## config.mk

```make
export PLATFORM = sky130hd
export DESIGN_NAME = spi_txn_arbiter
export DESIGN_NICKNAME = d
export VERILOG_FILES = /design/src/rtl/spi_arb_pkg.sv /design/src/rtl/spi_rr_arbiter.sv /design/src/rtl/spi_txn_arbiter.sv
export SDC_FILE = /design/constraint.sdc
export NUM_CORES = 1
export LEC_CHECK = 0
export BUFFER_PORTS_ARGS = -buffer_cell sky130_fd_sc_hd__buf_2
export CAP_MARGIN = 20
export CORE_MARGIN = 2
export CORE_UTILIZATION = 55
export CTS_BUF_LIST = sky130_fd_sc_hd__clkbuf_4 sky130_fd_sc_hd__clkbuf_8 sky130_fd_sc_hd__clkbuf_16
export DETAILED_ROUTE_END_ITERATION = 12
export PLACE_DENSITY = 0.89
export SLEW_MARGIN = 20
export SYNTH_ARGS = -nofsm -noshare
export SYNTH_HDL_FRONTEND = slang
export SYNTH_SLANG_ARGS = --single-unit
```

## constraint.sdc

```tcl
create_clock -name mclk -period 4.8 [get_ports mclk]
set_clock_uncertainty 0.1 [all_clocks]
set_input_delay 0.48 -clock mclk [delete_from_list [all_inputs] [get_ports mclk]]
set_output_delay 0.48 -clock mclk [all_outputs]
set_load 0.01 [all_outputs]
```

## src/rtl/spi_arb_pkg.sv

```systemverilog
// ---------------------------------------------------------------------------
// spi_arb_pkg
// Shared types and constants for the SPI transaction arbiter.
//   state_t    : arbiter FSM states (IDLE, XFER, GAP, DONE)
//   spi_cmd_t  : one requester's command (direction, slave address, write data)
//   ADDR_W     : SPI slave address width
//   DATA_W     : SPI data byte width
// ---------------------------------------------------------------------------
package spi_arb_pkg;

    localparam int ADDR_W = 7;
    localparam int DATA_W = 8;

    typedef enum logic [1:0] {
        IDLE = 2'd0,
        XFER = 2'd1,
        GAP  = 2'd2,
        DONE = 2'd3
    } state_t;

    typedef struct packed {
        logic              rd_wr;
        logic [ADDR_W-1:0] addr;
        logic [DATA_W-1:0] wdata;
    } spi_cmd_t;

endpackage

```

## src/rtl/spi_rr_arbiter.sv

```systemverilog
// ---------------------------------------------------------------------------
// spi_rr_arbiter
// Combinational round-robin search: picks the first asserted request at or
// above the pointer, wrapping past the top requester back to 0.
// Ports:
//   req      in  NUM_REQ  request vector
//   ptr      in  IDX_W    highest-priority requester index for this search
//   gnt_oh   out NUM_REQ  one-hot winner (all zero when nothing requests)
//   gnt_idx  out IDX_W    binary index of the winner
//   gnt_vld  out 1        at least one request is asserted
// The pointer register itself lives in the parent.
// ---------------------------------------------------------------------------
module spi_rr_arbiter #(
    parameter int  NUM_REQ = 4,
    localparam int IDX_W   = $clog2(NUM_REQ)
) (
    input  logic [NUM_REQ-1:0] req,
    input  logic [IDX_W-1:0]   ptr,
    output logic [NUM_REQ-1:0] gnt_oh,
    output logic [IDX_W-1:0]   gnt_idx,
    output logic               gnt_vld
);

    always_comb begin
        int               k;
        logic [IDX_W-1:0] kk;
        gnt_oh  = '0;
        gnt_idx = '0;
        gnt_vld = 1'b0;
        k       = 0;
        kk      = '0;
        for (int i = 0; i < NUM_REQ; i++) begin
            // Candidate i steps away from the pointer, folded back into range.
            k = int'(ptr) + i;
            if (k >= NUM_REQ) begin
                k = k - NUM_REQ;
            end
            kk = IDX_W'(k);
            if (!gnt_vld && req[kk]) begin
                gnt_vld    = 1'b1;
                gnt_oh[kk] = 1'b1;
                gnt_idx    = kk;
            end
        end
    end

endmodule

```

## src/rtl/spi_txn_arbiter.sv

```systemverilog
// ---------------------------------------------------------------------------
// spi_txn_arbiter
// Shares one SPI master between NUM_REQ requesters. Round-robin picks a
// winner in IDLE; its command is latched onto the master_* outputs, start is
// held for TXN_CYCLES, then start stays low for GAP_CYCLES before the read
// byte is captured and a one-cycle done pulse goes back to the winner.
// Ports:
//   mclk             in   master clock
//   reset            in   asynchronous active-low reset
//   req_i            in   per-requester request level
//   rd_wr_i          in   per-requester direction (1 = read)
//   addr_i           in   packed 7-bit addresses, requester k at [7k+6:7k]
//   wdata_i          in   packed write bytes, requester k at [8k+7:8k]
//   gnt_o            out  one-hot grant during XFER and GAP
//   done_o           out  one-cycle completion pulse to the winner
//   rdata_o          out  read byte (0 after a write), held until next DONE
//   busy_o           out  FSM not in IDLE
//   start            out  SPI master start
//   master_rd_wr     out  SPI master direction
//   master_address   out  SPI master slave address
//   master_out_data  out  SPI master write byte
//   master_in_data   in   SPI master read byte
// ---------------------------------------------------------------------------
module spi_txn_arbiter
    import spi_arb_pkg::*;
#(
    parameter int NUM_REQ    = 4,
    parameter int TXN_CYCLES = 20,
    parameter int GAP_CYCLES = 2
) (
    input  logic                      mclk,
    input  logic                      reset,
    input  logic [NUM_REQ-1:0]        req_i,
    input  logic [NUM_REQ-1:0]        rd_wr_i,
    input  logic [NUM_REQ*ADDR_W-1:0] addr_i,
    input  logic [NUM_REQ*DATA_W-1:0] wdata_i,
    output logic [NUM_REQ-1:0]        gnt_o,
    output logic [NUM_REQ-1:0]        done_o,
    output logic [DATA_W-1:0]         rdata_o,
    output logic                      busy_o,
    output logic                      start,
    output logic                      master_rd_wr,
    output logic [ADDR_W-1:0]         master_address,
    output logic [DATA_W-1:0]         master_out_data,
    input  logic [DATA_W-1:0]         master_in_data
);

    localparam int IDX_W   = $clog2(NUM_REQ);
    localparam int CNT_MAX = (TXN_CYCLES > GAP_CYCLES) ? TXN_CYCLES : GAP_CYCLES;
    localparam int CNT_W   = $clog2(CNT_MAX + 1);

    state_t               state_q, state_d;
    logic [CNT_W-1:0]     cnt_q, cnt_d;
    logic [IDX_W-1:0]     ptr_q;
    logic [IDX_W-1:0]     win_idx_q;
    logic [NUM_REQ-1:0]   win_oh_q;
    spi_cmd_t             cmd_q;
    spi_cmd_t             cmd_sel;
    logic [DATA_W-1:0]    rdata_q;

    logic [NUM_REQ-1:0]   arb_oh;
    logic [IDX_W-1:0]     arb_idx;
    logic                 arb_vld;

    logic                 latch_cmd;

    spi_rr_arbiter #(
        .NUM_REQ (NUM_REQ)
    ) u_rr (
        .req     (req_i),
        .ptr     (ptr_q),
        .gnt_oh  (arb_oh),
        .gnt_idx (arb_idx),
        .gnt_vld (arb_vld)
    );

    // Current winner's command, picked out of the packed request buses.
    always_comb begin
        cmd_sel.rd_wr = rd_wr_i[arb_idx];
        cmd_sel.addr  = addr_i[int'(arb_idx)*ADDR_W +: ADDR_W];
        cmd_sel.wdata = wdata_i[int'(arb_idx)*DATA_W +: DATA_W];
    end

    assign latch_cmd = (state_q == IDLE) && arb_vld;

    // State register
    always_ff @(posedge mclk or negedge reset) begin
        if (!reset) begin
            state_q <= IDLE;
            cnt_q   <= '0;
        end else begin
            state_q <= state_d;
            cnt_q   <= cnt_d;
        end
    end

    // Next-state logic
    always_comb begin
        state_d = state_q;
        cnt_d   = cnt_q;
        case (state_q)
            IDLE: begin
                if (arb_vld) begin
                    state_d = XFER;
                    cnt_d   = CNT_W'(TXN_CYCLES - 1);
                end
            end
            XFER: begin
                if (cnt_q == '0) begin
                    state_d = GAP;
                    cnt_d   = CNT_W'(GAP_CYCLES - 1);
                end else begin
                    cnt_d = cnt_q - 1'b1;
                end
            end
            GAP: begin
                if (cnt_q == '0) begin
                    state_d = DONE;
                end else begin
                    cnt_d = cnt_q - 1'b1;
                end
            end
            DONE: begin
                state_d = IDLE;
            end
            default: begin
                state_d = IDLE;
                cnt_d   = '0;
            end
        endcase
    end

    // Output logic
    always_comb begin
        start   = (state_q == XFER);
        busy_o  = (state_q != IDLE);
        gnt_o   = ((state_q == XFER) || (state_q == GAP)) ? win_oh_q : '0;
        done_o  = (state_q == DONE) ? win_oh_q : '0;
    end

    // Command latch, winner bookkeeping, read capture and rr pointer.
    always_ff @(posedge mclk or negedge reset) begin
        if (!reset) begin
            cmd_q     <= '0;
            win_idx_q <= '0;
            win_oh_q  <= '0;
            rdata_q   <= '0;
            ptr_q     <= '0;
        end else begin
            if (latch_cmd) begin
                cmd_q     <= cmd_sel;
                win_idx_q <= arb_idx;
                win_oh_q  <= arb_oh;
            end
            // Read byte is sampled on the last GAP cycle so it is stable in DONE.
            if ((state_q == GAP) && (cnt_q == '0)) begin
                rdata_q <= cmd_q.rd_wr ? master_in_data : '0;
            end
            if (state_q == DONE) begin
                ptr_q <= (win_idx_q == IDX_W'(NUM_REQ - 1)) ? '0 : win_idx_q + 1'b1;
            end
        end
    end

    assign master_rd_wr    = cmd_q.rd_wr;
    assign master_address  = cmd_q.addr;
    assign master_out_data = cmd_q.wdata;
    assign rdata_o         = rdata_q;

endmodule

```

==> run summary <==
GRT Util Overall: 29.35%
clock buffer count from CTS: 5
worst rel slew slack: 32.78%
RSZ-0062 raised after global routing: false
Lkg Pwr: 1.762 nW
H-Tree Depth: 2
Mean Syn Cell Area: 8.248 sq um
Vias/cell: 6.421
Hold Violations, Final: 0
Synth-to-Final Area Change: 20.65%
I/O Buffers: 111
synth warn: 0
endpoint class of the critical path: flop
most frequent cells in the layout: buf_2 (111), o21ai_0 (41), dfrtp_1 (39)
power per cell area: 686.8 nW/um^2
Tmin final: 3.740 ns
io pins: 112
CTS tree: done
EDFF count, synth: 0
final WL: 9.195 mm
first-pass GRT wire length: 14.84 mm
Setup WS pre-CTS: 1.159 ns
Skew-Pair Late Insertion Delay: 0.30 ns
core area: 5540 sq um
Clock Path Buffers: 2
antenna cells: 0
total power draw: 0.002631 W
CP max FO: 33
Final nets: 569
#FFs+latches synth: 39
vias: 3551
row cnt: 27
syn nets: 474
HPWL Detailed: 6.391 mm
average wire per standard cell: 16.63 microns
initial antenna violation count: 0
fin crit share: 77.91%
Sink Count: 39
Setup TNS: 0 ns
Post-CTS Setup Bufs: 0
post-synth cell types: 43
synthesized cell area: 3176 sq um
share of layout cells above drive strength 1: 28.27%
fmax: 267.4 MHz
Max-cap violations: 0
Setup-failing EPs final: 0
1st-iter DRT viols: 257
hold crit path type: in -> async
number of global-route vias before repair: 3272
cts hold-fix bufs: 0
initial core utilization: 57.32%
outcome: finished, final reports clean
Die Area: 6398 sq um
Die Width: 79.99 microns
Most used DFF post-synth: dfrtp_1
Residual DRC: 0
cts repair resizes: 0
Reg clk slew, reported paths: 0.09 ns
Clock Tree Root: clkbuf_8
Mapped Cells: 385
final count of pins violating max slew: 0
post-route antenna net violation count: 0
Final WS setup: 1.060 ns
critical path launch point type: flop
Setup Crit Path Kind: reg -> reg
Seq/Total Area, Yosys: 30.73%
most common cell after layout, fill and taps aside: buf_2
WP data required: 4.95 ns
GP Congestion: 0.8207
Die Y: 79.99 microns
CP Data Arrival Time: 3.89 ns
grt ovf: 0
worst-margin pin slew: 0.9927 ns
async set-reset flop share out of synthesis: 100.0%
VDD IR max: 320.9 uV
Filler cells: 450
iteration count of the initial detailed-routing pass: 5
pin count of the biggest net entering global routing: 48
-- layer usage --
metal / global-route usage, % / share of wire, %
met5: 0 / 0
met4: 13.39 / 2.1
met3: 6.561 / 9.7
met2: 48.42 / 48
met1: 36.44 / 40
-- stage by stage --
step / area (sq um) / hold WS [ns] / utilization [%] / cells
global placement: 3742 / 0.3573 / 67.55 / 545
global route: 3831 / 0.2745 / 69.15 / 553
CTS: 3831 / 0.2336 / 69.15 / 553
detailed placement: 3742 / 0.3652 / 67.55 / 545
floorplan: 3176 / 0.08441 / - / 385
finish: 3831 / 0.2032 / 69.15 / 553
-- final cells by class --
class	count	area [sq um]	area share [%]
Clock inverter	3	20.02	0.5225
Clock buffer	5	68.82	1.796
Sequential cell	39	975.9	25.47
Timing Repair Buffer	118	608.1	15.87
Inverter	25	93.84	2.449
Multi-Input combinational cell	291	1974	51.53
Tap cell	72	90.09	2.351
-- logic make-up after synthesis --
family / after synthesis / synth area share [%]
and+or+nand+nor: 115 / 18.40
muxes: 8 / 3.704
DFF: 39 / 30.73
adders and majority gates: 11 / 4.334
AOI/OAI and AO/OA: 157 / 35.11
buffers and inverters: 55 / 7.722
-- worst paths after layout --
check / from / to / slack (ns) / depth (start not counted)
worst max-delay path: ptr_q[0] / master_address[4] / 1.06 / 9
worst min-delay path: reset / master_out_data[5] / 0.20 / 1
worst max register to register: ptr_q[0] / master_address[4] / 1.06 / 9
worst min register to register: rdata_o[1] / rdata_o[1] / 0.38 / 2
max in group asynchronous: reset / rdata_o[1] / 3.83 / 1
min in group mclk: master_in_data[5] / rdata_o[5] / 0.31 / 3
-- flip-flops by register name, indices dropped and copies added, names as in the netlist --
register / count
master_out_data: 8
master_address: 7
master_rd_wr: 1
rdata_o: 8
cnt_q: 5
win_idx_q: 2
ptr_q: 2
win_oh_q: 4
state_q: 2
-- cells in the mapped netlist, types with 2 or more instances --
library cell  count  area, sq um
nand2_1          30        112.6
buf_1             2        7.510
o21ai_2           3        26.28
nor3b_1          15        112.6
nor2_1           34        127.6
a22oi_1           4        30.03
mux2i_1           5        50.05
o22a_1            2        17.52
o211ai_1          2        15.01
and2_1            9        56.30
ha_1             11        137.6
clkbuf_1         22        82.58
dfrtp_1          39        975.9
nor4_1           16        100.1
buf_6             5        56.30
o21a_1            3        22.52
a221o_1          15        150.1
nor3_1            2        10.01
a221oi_1          4        35.03
o21ai_1          25        125.1
o21bai_1         15        112.6
nand2b_1          4        25.02
inv_1            24        90.09
o21ai_0          41        205.2
o32ai_1          15        131.4
a21oi_1           5        25.02
mux4_2            3        67.56
o311a_1          15        150.1
-- where the power goes --
part | internal [W] | switching [W] | leakage [nW] | total (W)
sequential | 0.000486 | 0.000113 | 0.488 | 0.000599
clock | 0.000101 | 0.000129 | 0.0402 | 0.000230
combinational | 0.000741 | 0.00106 | 1.23 | 0.00180
-- critical path: stages (launching register included) --
cell      delay, ns
dfrtp_1        0.34
buf_4          0.35
clkinv_1       0.18
ha_1           0.39
mux4_2         0.62
nor2b_4        0.50
or3_4          0.48
o21ai_1        0.15
o32ai_1        0.37
a221o_1        0.20
No activity file was read; power rests on OpenSTA's default activity.
